`src/rtl/lsu_pkg.sv`:
```
// Shared encodings for the load/store unit: funct3 codes, opcodes, FSM states, strobes.
// Pure declarations, no timing or backpressure of its own.
package lsu_pkg;

   localparam logic [2:0] F3_LB  = 3'b000;
   localparam logic [2:0] F3_LH  = 3'b001;
   localparam logic [2:0] F3_LW  = 3'b010;
   localparam logic [2:0] F3_LBU = 3'b100;
   localparam logic [2:0] F3_LHU = 3'b101;

   localparam logic [2:0] F3_SB  = 3'b000;
   localparam logic [2:0] F3_SH  = 3'b001;
   localparam logic [2:0] F3_SW  = 3'b010;

   localparam logic [6:0] OP_LOAD  = 7'b0000011;
   localparam logic [6:0] OP_STORE = 7'b0100011;

   localparam logic [3:0] STRB_NONE = 4'b0000;
   localparam logic [3:0] STRB_B    = 4'b0001;
   localparam logic [3:0] STRB_H    = 4'b0011;
   localparam logic [3:0] STRB_W    = 4'b1111;

   typedef enum logic [1:0] {
      ST_IDLE   = 2'd0,
      ST_ACCESS = 2'd1,
      ST_RESP   = 2'd2
   } lsu_state_e;

   function automatic logic load_f3_legal(input logic [2:0] f3);
      return (f3 == F3_LB) || (f3 == F3_LH) || (f3 == F3_LW) ||
             (f3 == F3_LBU) || (f3 == F3_LHU);
   endfunction

endpackage

```
`src/rtl/lsu_load_align.sv`:
```
// Extracts the addressed byte/half/word from a read word and sign- or zero-extends it.
// Purely combinational, zero latency; no backpressure.
// Illegal load_type values yield zero.
module lsu_load_align
   import lsu_pkg::*;
(
   input  logic [31:0] i_rdata,
   input  logic [1:0]  i_addr_lo,
   input  logic [2:0]  i_load_type,
   output logic [31:0] o_data
);

   logic [7:0]  w_byte;
   logic [15:0] w_half;

   always_comb begin
      w_byte = 8'h00;
      case (i_addr_lo)
         2'd0:    w_byte = i_rdata[7:0];
         2'd1:    w_byte = i_rdata[15:8];
         2'd2:    w_byte = i_rdata[23:16];
         default: w_byte = i_rdata[31:24];
      endcase
      w_half = i_addr_lo[1] ? i_rdata[31:16] : i_rdata[15:0];
   end

   always_comb begin
      o_data = 32'h0;
      case (i_load_type)
         F3_LB:   o_data = {{24{w_byte[7]}}, w_byte};
         F3_LH:   o_data = {{16{w_half[15]}}, w_half};
         F3_LW:   o_data = i_rdata;
         F3_LBU:  o_data = {24'h0, w_byte};
         F3_LHU:  o_data = {16'h0, w_half};
         default: o_data = 32'h0;
      endcase
   end

endmodule

```
`src/rtl/load_store_unit.sv`:
```
// Load/store unit: single-outstanding data-memory port with alignment, extension and legality checks.
// Latency accept->done: 2 cycles with zero-wait memory, 1 cycle on error; LSU_TIMEOUT_EN adds an ACCESS watchdog.
// Backpressure: busy stalls the pipeline from accept until done; req_valid outside IDLE is ignored.
module load_store_unit
   import lsu_pkg::*;
#(
   parameter int TIMEOUT_CYCLES = 16
)(
   input  logic        clk,
   input  logic        rst,
   input  logic        req_valid,
   input  logic        is_load,
   input  logic        is_store,
   input  logic [2:0]  load_type,
   input  logic [2:0]  store_type,
   input  logic [31:0] base,
   input  logic [31:0] offset,
   input  logic [31:0] store_data,
   input  logic [3:0]  rd_in,
   output logic        busy,
   output logic        done,
   output logic [31:0] load_data,
   output logic [3:0]  rd_out,
   output logic        wb_en,
   output logic        misaligned,
   output logic        access_fault,
   output logic        mem_req,
   output logic        mem_we,
   output logic [31:0] mem_addr,
   output logic [3:0]  mem_wstrb,
   output logic [31:0] mem_wdata,
   input  logic        mem_ready,
   input  logic [31:0] mem_rdata
);

   if (TIMEOUT_CYCLES < 1) begin : g_bad_timeout
      $error("TIMEOUT_CYCLES must be at least 1");
   end

   lsu_state_e  r_state;
   logic        r_done, r_wb_en, r_misal, r_fault, r_is_load;
   logic        r_mem_req, r_mem_we;
   logic [2:0]  r_type;
   logic [1:0]  r_addr_lo;
   logic [3:0]  r_rd, r_mem_wstrb;
   logic [31:0] r_load_data, r_mem_addr, r_mem_wdata;

   logic        w_accept, w_fault, w_misal;
   logic [2:0]  w_funct;
   logic [31:0] w_addr, w_wdata, w_load_ext;
   logic [3:0]  w_wstrb;

`ifdef LSU_TIMEOUT_EN
   localparam int CW = $clog2(TIMEOUT_CYCLES + 1);
   logic [CW-1:0] r_cnt;
`endif

   assign w_accept = (r_state == ST_IDLE) && req_valid && (is_load || is_store) && !rst;
   assign w_addr   = base + offset;
   assign w_funct  = is_load ? load_type : store_type;
   assign w_fault  = (is_load && is_store) ||
                     (is_load ? !load_f3_legal(load_type) : (store_type > F3_SW));

   // funct3[1:0] gives the access size for both loads and stores
   always_comb begin
      w_misal = 1'b0;
      w_wstrb = STRB_NONE;
      w_wdata = 32'h0;
      case (w_funct[1:0])
         2'b01:   w_misal = w_addr[0];
         2'b10:   w_misal = (w_addr[1:0] != 2'b00);
         default: w_misal = 1'b0;
      endcase
      case (store_type)
         F3_SB: begin
            w_wstrb = STRB_B << w_addr[1:0];
            w_wdata = {4{store_data[7:0]}};
         end
         F3_SH: begin
            w_wstrb = STRB_H << {w_addr[1], 1'b0};
            w_wdata = {2{store_data[15:0]}};
         end
         F3_SW: begin
            w_wstrb = STRB_W;
            w_wdata = store_data;
         end
         default: ;
      endcase
   end

   lsu_load_align u_align (
      .i_rdata     (mem_rdata),
      .i_addr_lo   (r_addr_lo),
      .i_load_type (r_type),
      .o_data      (w_load_ext)
   );

   always_ff @(posedge clk) begin
      if (rst) begin
         r_state     <= ST_IDLE;
         r_done      <= 1'b0;
         r_wb_en     <= 1'b0;
         r_misal     <= 1'b0;
         r_fault     <= 1'b0;
         r_is_load   <= 1'b0;
         r_type      <= 3'b000;
         r_addr_lo   <= 2'b00;
         r_rd        <= 4'h0;
         r_load_data <= 32'h0;
         r_mem_req   <= 1'b0;
         r_mem_we    <= 1'b0;
         r_mem_addr  <= 32'h0;
         r_mem_wstrb <= STRB_NONE;
         r_mem_wdata <= 32'h0;
`ifdef LSU_TIMEOUT_EN
         r_cnt       <= '0;
`endif
      end else begin
         r_done  <= 1'b0;
         r_wb_en <= 1'b0;
         case (r_state)
            ST_IDLE: if (w_accept) begin
               r_is_load   <= is_load;
               r_type      <= w_funct;
               r_addr_lo   <= w_addr[1:0];
               r_rd        <= rd_in;
               r_misal     <= w_misal;
               r_fault     <= w_fault;
               r_load_data <= 32'h0;
`ifdef LSU_TIMEOUT_EN
               r_cnt       <= '0;
`endif
               if (w_fault || w_misal) begin
                  r_state <= ST_RESP;
                  r_done  <= 1'b1;
               end else begin
                  r_state     <= ST_ACCESS;
                  r_mem_req   <= 1'b1;
                  r_mem_we    <= !is_load;
                  r_mem_addr  <= {w_addr[31:2], 2'b00};
                  r_mem_wstrb <= is_load ? STRB_NONE : w_wstrb;
                  r_mem_wdata <= is_load ? 32'h0 : w_wdata;
               end
            end
            ST_ACCESS: begin
               if (mem_ready) begin
                  r_mem_req <= 1'b0;
                  r_state   <= ST_RESP;
                  r_done    <= 1'b1;
                  if (r_is_load) begin
                     r_load_data <= w_load_ext;
                     r_wb_en     <= (r_rd != 4'h0);
                  end
               end
`ifdef LSU_TIMEOUT_EN
               else if (r_cnt == CW'(TIMEOUT_CYCLES - 1)) begin
                  r_mem_req <= 1'b0;
                  r_fault   <= 1'b1;
                  r_state   <= ST_RESP;
                  r_done    <= 1'b1;
               end else begin
                  r_cnt <= r_cnt + 1'b1;
               end
`endif
            end
            ST_RESP: r_state <= ST_IDLE;
            default: r_state <= ST_IDLE;
         endcase
      end
   end

   assign busy         = (r_state != ST_IDLE) || w_accept;
   assign done         = r_done;
   assign wb_en        = r_wb_en;
   assign load_data    = r_load_data;
   assign rd_out       = r_rd;
   assign misaligned   = r_misal;
   assign access_fault = r_fault;
   assign mem_req      = r_mem_req;
   assign mem_we       = r_mem_we;
   assign mem_addr     = r_mem_addr;
   assign mem_wstrb    = r_mem_wstrb;
   assign mem_wdata    = r_mem_wdata;

endmodule

```
`config.mk`:
```
export PLATFORM = sky130hd
export DESIGN_NAME = load_store_unit
export DESIGN_NICKNAME = d
export VERILOG_FILES = /design/src/rtl/lsu_pkg.sv /design/src/rtl/lsu_load_align.sv /design/src/rtl/load_store_unit.sv
export SDC_FILE = /design/constraint.sdc
export NUM_CORES = 1
export LEC_CHECK = 0
export BUFFER_PORTS_ARGS = -buffer_cell sky130_fd_sc_hd__buf_2
export CORE_ASPECT_RATIO = 0.5
export CORE_MARGIN = 1
export CORE_UTILIZATION = 45
export CTS_CLUSTER_SIZE = 14
export DETAILED_ROUTE_END_ITERATION = 7
export HOLD_SLACK_MARGIN = 0.03
export PLACE_DENSITY_LB_ADDON = 0.08
export SETUP_SLACK_MARGIN = 0.02
export SKIP_CTS_REPAIR_TIMING = 1
export SYNTH_ARGS = -nofsm -noshare
export SYNTH_HDL_FRONTEND = slang
export SYNTH_HIERARCHICAL = 1
export SYNTH_SLANG_ARGS = --single-unit
```
`constraint.sdc`:
```
create_clock -name clk -period 3.6 [get_ports clk]
set_clock_uncertainty 0.2 [all_clocks]
set_input_delay 0.54 -clock clk [delete_from_list [all_inputs] [get_ports clk]]
set_output_delay 0.54 -clock clk [all_outputs]
set_load 0.01 [all_outputs]
```
# [Yosys cells after proc, flatten, opt, wreduce, memory -nomap -nowiden]
# Cells that the tools add are included.
# Widths: inputs -> output; s select.
[totals] register_bits=116 in_bits=144 output_inout_bits=111 wordCells=98
[classes] add_sub_neg=1 order_cmp=1 n_eq_ne=19 shifts=2 muxes=26 bitwise_logic=4 reduce_logical=30
[ops] op="$pmux 32 s5" count=1
[ops] op="$mux 32" count=4
[ops] op="$pmux 32 s3" count=1
[ops] op="$pmux 32 s2" count=1
[ops] op="$add 32x32->32" count=1
[ops] op="$pmux 8 s3" count=1
[ops] op="$mux 16" count=1
[ops] op="$eq 3x3->1 const B" count=4
[ops] op="$pmux 4 s3" count=1
[ops] op="$eq 3x1->1 const B" count=3
[ops] op="$eq 3x2->1 const B" count=3
[ops] op="$logic_not 3->1" count=3
[ops] op="$logic_or 1x1->1" count=8
[ops] op="$ne 2x2->1 const B" count=4
[ops] op="$reduce_and 4->1" count=2
[ops] op="$mux 1" count=7
[ops] op="$eq 2x1->1 const B" count=3
[ops] op="$mux 2" count=3
[ops] op="$pmux 1 s2" count=3
[ops] op="$reduce_bool 2->1" count=3
[ops] op="$eq 2x2->1 const B" count=2
[ops] op="$logic_and 1x1->1" count=4
[ops] op="$logic_not 2->1" count=2
[ops] op="$mux 4" count=1
[ops] op="other kinds (11)" count=17

# [Longest topological paths before layout]
[logic_depth] word_depth=12 mapped_depth=13 mapped_depth_nobuf=11

# [Modules after synthesis]
# Netlist, hierarchy kept.
[by_module_without_submodules] mod="load_store_unit" n_inst=1 cells_each=812 area_each_um2=6327.3 seq_area_each_um2=2322.2
[by_module_without_submodules] mod="lsu_load_align" n_inst=1 cells_each=133 area_each_um2=1044.8 seq_area_each_um2=0.0

# [Worst setup path before layout]
# Ideal clock, no wire load.
[synth_path] path_kind="input to register" start="input port store_type[0]" end="register r_mem_we, in the netlist mem_we" setup_time_ps=128 arrival_time_ps=2502 required_ps=3272 path_slack_ps=770 cell_stages=12 path_buffers=4 path_cell_list="buf_1 -> mux2i_1 -> ha_1 -> o21ai_0 -> a21oi_1 -> and2b_1 -> nand2b_1 -> buf_2 -> buf_2 -> buf_2 -> a21oi_1 -> nor2_1"
[synth_via] elab_chain_cells=6 word_cells_on_any_way=10 cone_classes="1 x order compare; 2 x eq/ne; 3 x mux; 1 x bitwise; 3 x reduce/logical"
[synth_rtl] item="from (decl)" line="load_store_unit.sv:15" source="input logic [2:0] store_type,"
[synth_rtl] item="$gt 3x2->1 or $mux 3 (tied branches)" line="load_store_unit.sv:62, load_store_unit.sv:60"
[synth_rtl] item="$mux 1 (tied with other cells)" line="load_store_unit.sv:62" source="(is_load ? !load_f3_legal(load_type) : (store_type > F3_SW));"
[synth_rtl] item="$logic_or 1x1->1 or $pmux 1 s2 (tied branches)" line="load_store_unit.sv:61, load_store_unit.sv:69"
[synth_rtl] item="$logic_or 1x1->1 *" line="load_store_unit.sv:133" source="if (w_fault || w_misal) begin"
[synth_rtl] item="$not 1->1 (no source line) *"
[synth_rtl] item="$reduce_and 3->1 (no source line) *"
[synth_rtl] item="to (signal assigned)" line="load_store_unit.sv:139" source="r_mem_we <= !is_load;"
[synth_rtl] item="to (decl)" line="load_store_unit.sv:42" source="logic r_mem_req, r_mem_we;"
# Mark *: on every way between the ends. The rest lies on a longest branch, timed or not.
# A chain may end at the register's enable or synchronous reset.

# [Worst setup path after layout]
[layout_path] start="register r_state[1]" end="output port busy"
[layout_via] elab_chain_cells=5 word_cells_on_any_way=6 cone_classes="6 x reduce/logical"
[layout_rtl] item="from (decl)" line="load_store_unit.sv:40" source="lsu_state_e r_state;"
[layout_rtl] item="from (signal assigned)" line="load_store_unit.sv:100" source="r_state <= ST_IDLE;"
[layout_rtl] item="from (signal assigned)" line="load_store_unit.sv:134" source="r_state <= ST_RESP;"
[layout_rtl] item="from (signal assigned)" line="load_store_unit.sv:137" source="r_state <= ST_ACCESS;"
[layout_rtl] item="$logic_not 2->1" line="load_store_unit.sv:58" source="assign w_accept = (r_state == ST_IDLE) && req_valid && (is_load || is_store) && !rst;"
[layout_rtl] item="$logic_and 1x1->1 (3 in series)" line="load_store_unit.sv:58"
[layout_rtl] item="$logic_or 1x1->1 *" line="load_store_unit.sv:172" source="assign busy = (r_state != ST_IDLE) || w_accept;"
[layout_rtl] item="to (decl)" line="load_store_unit.sv:20" source="output logic busy,"
# Marks and branches as above.

==> run summary <==
The flow ran to the end, and the final reports show no timing, DRC or antenna violations. In this run the biggest area consumer among cell types represents 31.5% of the synthesized area. For this configuration, the core starts out at a cell density of 47.0%.

The maximum cell stage delay along the critical path came out at 0.44 ns. The cell count after synthesis came out at 945. The number of endpoints with negative hold slack in the final report is 0. The final setup TNS is 0 ns. Max-cap violations in this run came to 0. For the worst setup path, the data required time is 2.86 ns.

The worst setup path is captured at an output pin. The synthesized design contains 0 enable-type register cells. The post-synthesis adder-cell area fraction came out at 5.87%. The startpoint identified for the worst register-to-register timing path is r_state[1]. The slew at the pin closest to its max-slew limit came out at 1.08 ns. The largest fanout on the critical path came out at 15. The mean instance size in the synthesized netlist is 7.80 um2. In the routed layout, each cell is associated on average with a via count of 5.54. The average wire per standard cell is 16.3 um. The worst-case reg-to-reg path depth is 6. Setup violations remaining at the end of the flow were counted as 0. The total iterations of the first detailed-routing run is 5. The most used flip-flop cell after synthesis is sky130_fd_sc_hd__dfxtp_1. After synthesis, the largest family of logic cells by area is compound AO/OA/AOI/OAI gates. Yosys attributes the largest share of cell area to sky130_fd_sc_hd__dfxtp_1 32%, sky130_fd_sc_hd__a21oi_1 10%, sky130_fd_sc_hd__ha_1 5.6%. The CTS buffer count is 17. The placeable core region came out at 15700 um2.

After Yosys synthesis, and, or, nand and nor cells account for 20.5% of the synthesized area. From left edge to right edge, the die measures 183 um. The clock passes through at most 2 buffers. The post-layout minimum cycle time is 2.88 ns. The sum of overflow across all layers after global routing came out at 0. The area share of xor/xnor cells in the synthesized design is 2.73%.

For this run, the register share of the synthesized area comes to 31.5%. The number of buffer and inverter stages on the critical path came out at 2. The count of clock tree sinks is 116. The maximum number of pins on one net before global-route repair is 97.

The worst hold path belongs to the class primary input to register. The worst setup path is launched from a register. The fraction of the mapped netlist area in compound gates came out at 26.3%. The detailed-placement wirelength estimate is 16700 um.

For this run, the post-layout net count is 1329. The number of slew-limit violations in the final report is 0. The flop and latch count out of synthesis came out at 116. The type of the worst setup path is register to output pin.

The detailed-route via count is 7682. The post-detailed-routing wire length came out at 22600 um. The number of unique standard cell types used by synthesis is 74. The most critical setup path has its startpoint at r_state[1]. The maximum level of the CTS H-tree is 4. The number of fillers in the final layout came out at 1550. The cell leakage power came out at 4.15 nW. In the post-route analysis, the smallest setup slack over all paths is 0.716 ns. At the later pin of the worst-skew pair, clock insertion delay measures 0.41 ns. The total global routing track utilization came out at 26.4%.

The count of buffers added on input and output ports is 252. The portion of the clock cycle consumed by the worst path in the final layout is 80.1%. After synthesis the cells add up to 7370 um2. The post-detailed-route DRC marker count is 0. Counting buffers and inverters, the worst setup path is 5 cells deep. The number of warning messages in the yosys log is 6.

The die covers 16900 um2. In this run the tightest slew margin relative to its limit is 27.9%. The die is 92.5 um tall. The footprint of the flip-flops and latches is 2320 um2. Among all stages on the critical path, the largest delay is contributed by sky130_fd_sc_hd__nor4b_1. TritonCTS built the clock tree. The via count of the first global-routing pass came out at 7127. The post-detailed-route count of antenna-violating nets came out at 0. The initial antenna violation count was 0. Broken down by cell family, the worst path's largest delay share belongs to simple AND/OR/NAND/NOR gates. The timing endpoint of the critical path is busy. The clock tree root buffer cell is sky130_fd_sc_hd__clkbuf_16. In this run the register-to-register setup slack is 1.01 ns. Before CTS, the worst setup slack after placement is 0.411 ns. The power density normalized to cell area is 422 nW/um2. VDD sags by at most 364 uV. In the synthesized netlist, mux cells make up 7.40% of the area. Hold timing on the final database bottoms out at a slack of 0.180 ns.

Traced cell by cell, the critical path runs through nor4b_1 -> o21a_1 -> buf_4 -> or3_1 -> buf_2. Timing would allow up to 347 MHz. The fraction of layout cells with a size suffix above 1 is 28.4%. In this run the critical register-to-register path is captured at load_data[21].

The number of design-rule violations left by the first detailed-router iteration came out at 523. The most area-hungry cell type in the Yosys netlist is sky130_fd_sc_hd__dfxtp_1. Routability-driven placement finished with a final weighted congestion of 0.997.

The area growth from synthesis to layout is 26.0%. The arrival time at the worst endpoint is 2.14 ns. Setup repair after global routing left no endpoint under its margin. The number of standard-cell rows in the floorplan came out at 32.

The share of synthesized registers carrying an async set or reset is 0%. The combined area of the multi-input logic cells is 4650 um2. The number of top-level pins came out at 255. The first-pass GRT wire length is 35700 um.

The clock transition time at the flip-flop clock pins of the worst setup and hold paths came out at 0.06 ns.
==> worst reg2reg max path: stages (launching register included) <==
cell	delay [ns]
sky130_fd_sc_hd__dfxtp_1	0.40
sky130_fd_sc_hd__nor4b_1	0.44
sky130_fd_sc_hd__o21a_1	0.35
sky130_fd_sc_hd__a31oi_1	0.10
sky130_fd_sc_hd__or2_1	0.62
sky130_fd_sc_hd__nand2_1	0.23
sky130_fd_sc_hd__a21oi_1	0.08
==> flip-flops by register name, summed over array words and instances (netlist names), 2 cells and up <==
name and flops:
r_state 2, mem_addr 30, r_type 3, mem_wdata 32
rd_out 4, mem_wstrb 4, load_data 32, r_addr_lo 2
==> layout by cell type (no fill, tap or decap), types with 25 or more instances in the layout <==
| cell type | Yosys | final |
|---|---|---|
| sky130_fd_sc_hd__buf_2 | 26 | 251 |
| sky130_fd_sc_hd__a21oi_1 | 151 | 151 |
| sky130_fd_sc_hd__dfxtp_1 | 116 | 116 |
| sky130_fd_sc_hd__nor2_1 | 106 | 105 |
| sky130_fd_sc_hd__nand2_1 | 82 | 82 |
| sky130_fd_sc_hd__nand3_1 | 51 | 51 |
| sky130_fd_sc_hd__ha_1 | 33 | 33 |
| sky130_fd_sc_hd__mux2i_1 | 29 | 29 |
| sky130_fd_sc_hd__a22oi_1 | 27 | 27 |
| sky130_fd_sc_hd__o21ai_0 | 25 | 25 |
==> logic make-up after synthesis <==
group | count (synthesis)
multiplexers | 46
other | 1
AND/OR/NAND/NOR | 323
buffers and inverters | 92
XOR/XNOR | 23
adder cells (fa/ha/maj) | 34
AO/OA/AOI/OAI | 310
flip-flops | 116
==> cell type report <==
class / count / share of cell area, %
antenna: 1 / 0.0269
clock buffer: 19 / 4.88
clock inverter: 13 / 1.68
inverter: 11 / 0.444
multi-input combinational: 738 / 50.0
sequential: 116 / 25.0
tap: 221 / 2.98
timing repair buffer: 267 / 14.9
==> cells in the mapped netlist, types with 3 or more instances <==
library cell               instances
sky130_fd_sc_hd__nand4_1           8
sky130_fd_sc_hd__o21ai_1          10
sky130_fd_sc_hd__and2_1            3
sky130_fd_sc_hd__a31oi_1           7
sky130_fd_sc_hd__buf_4             8
sky130_fd_sc_hd__mux4_2            4
sky130_fd_sc_hd__ha_1             33
sky130_fd_sc_hd__nand3_1          51
sky130_fd_sc_hd__nor4b_1           3
sky130_fd_sc_hd__clkbuf_1         42
sky130_fd_sc_hd__mux2_2           11
sky130_fd_sc_hd__nand2b_1         11
sky130_fd_sc_hd__xnor2_1          16
sky130_fd_sc_hd__a22oi_1          27
sky130_fd_sc_hd__a211oi_1         24
sky130_fd_sc_hd__buf_1             3
sky130_fd_sc_hd__nand2_1          82
sky130_fd_sc_hd__a221o_1           6
sky130_fd_sc_hd__inv_1            11
sky130_fd_sc_hd__nor2_1          106
sky130_fd_sc_hd__a21o_1           20
sky130_fd_sc_hd__a21oi_1         151
sky130_fd_sc_hd__o21a_1            6
sky130_fd_sc_hd__xor2_1            7
sky130_fd_sc_hd__nor2b_1          23
sky130_fd_sc_hd__dfxtp_1         116
sky130_fd_sc_hd__o21ai_0          25
sky130_fd_sc_hd__o31ai_1           4
sky130_fd_sc_hd__buf_2            26
sky130_fd_sc_hd__nor3_1           13
sky130_fd_sc_hd__and3_1            6
sky130_fd_sc_hd__and4_1            3
sky130_fd_sc_hd__mux2i_1          29
==> metal layers <==
layer	GRT usage, %	share of wire, %	vias to the layer above
li1	-	-	3805
met5	0	0	-
met3	5.19	5.5	43
met4	9.65	2.5	0
met2	43.5	46	252
met1	34.5	46	3582
==> worst min-delay path by stage <==
stage                        from            end  slack (ns)  depth (start not counted)
floorplan               r_is_load          wb_en        0.24                          2
global placement      mem_addr[3]    mem_addr[3]        0.24                          2
detailed placement  load_data[20]  load_data[20]        0.24                          2
CTS                      rd_in[0]      rd_out[0]        0.17                          3
global route             rd_in[1]      rd_out[1]        0.18                          3
finish                   rd_in[0]      rd_out[0]        0.18                          3
==> report_power, final <==
part / internal (W) / switching, W / total (W) / leakage [nW]
clock network: 0.00112 / 0.000619 / 0.00174 / 0.299
registers: 0.00132 / 0.0000358 / 0.00135 / 0.938
logic: 0.000352 / 0.000472 / 0.000824 / 2.92
total: 0.00279 / 0.00113 / 0.00392 / 4.15
==> metrics by stage <==
| step | cells | util [%] | instance area [um2] | total power (W) |
|---|---|---|---|---|
| floorplan | 946 | - | 7380 | 0.00194 |
| global placement | 1353 | 55.3 | 8680 | 0.00218 |
| detailed placement | 1353 | 55.3 | 8680 | 0.00219 |
| CTS | 1385 | 59.2 | 9290 | 0.00394 |
| global route | 1385 | 59.2 | 9290 | 0.00410 |
| finish | 1386 | 59.2 | 9290 | 0.00392 |
Note: power is estimated with default switching activity, not from simulation.
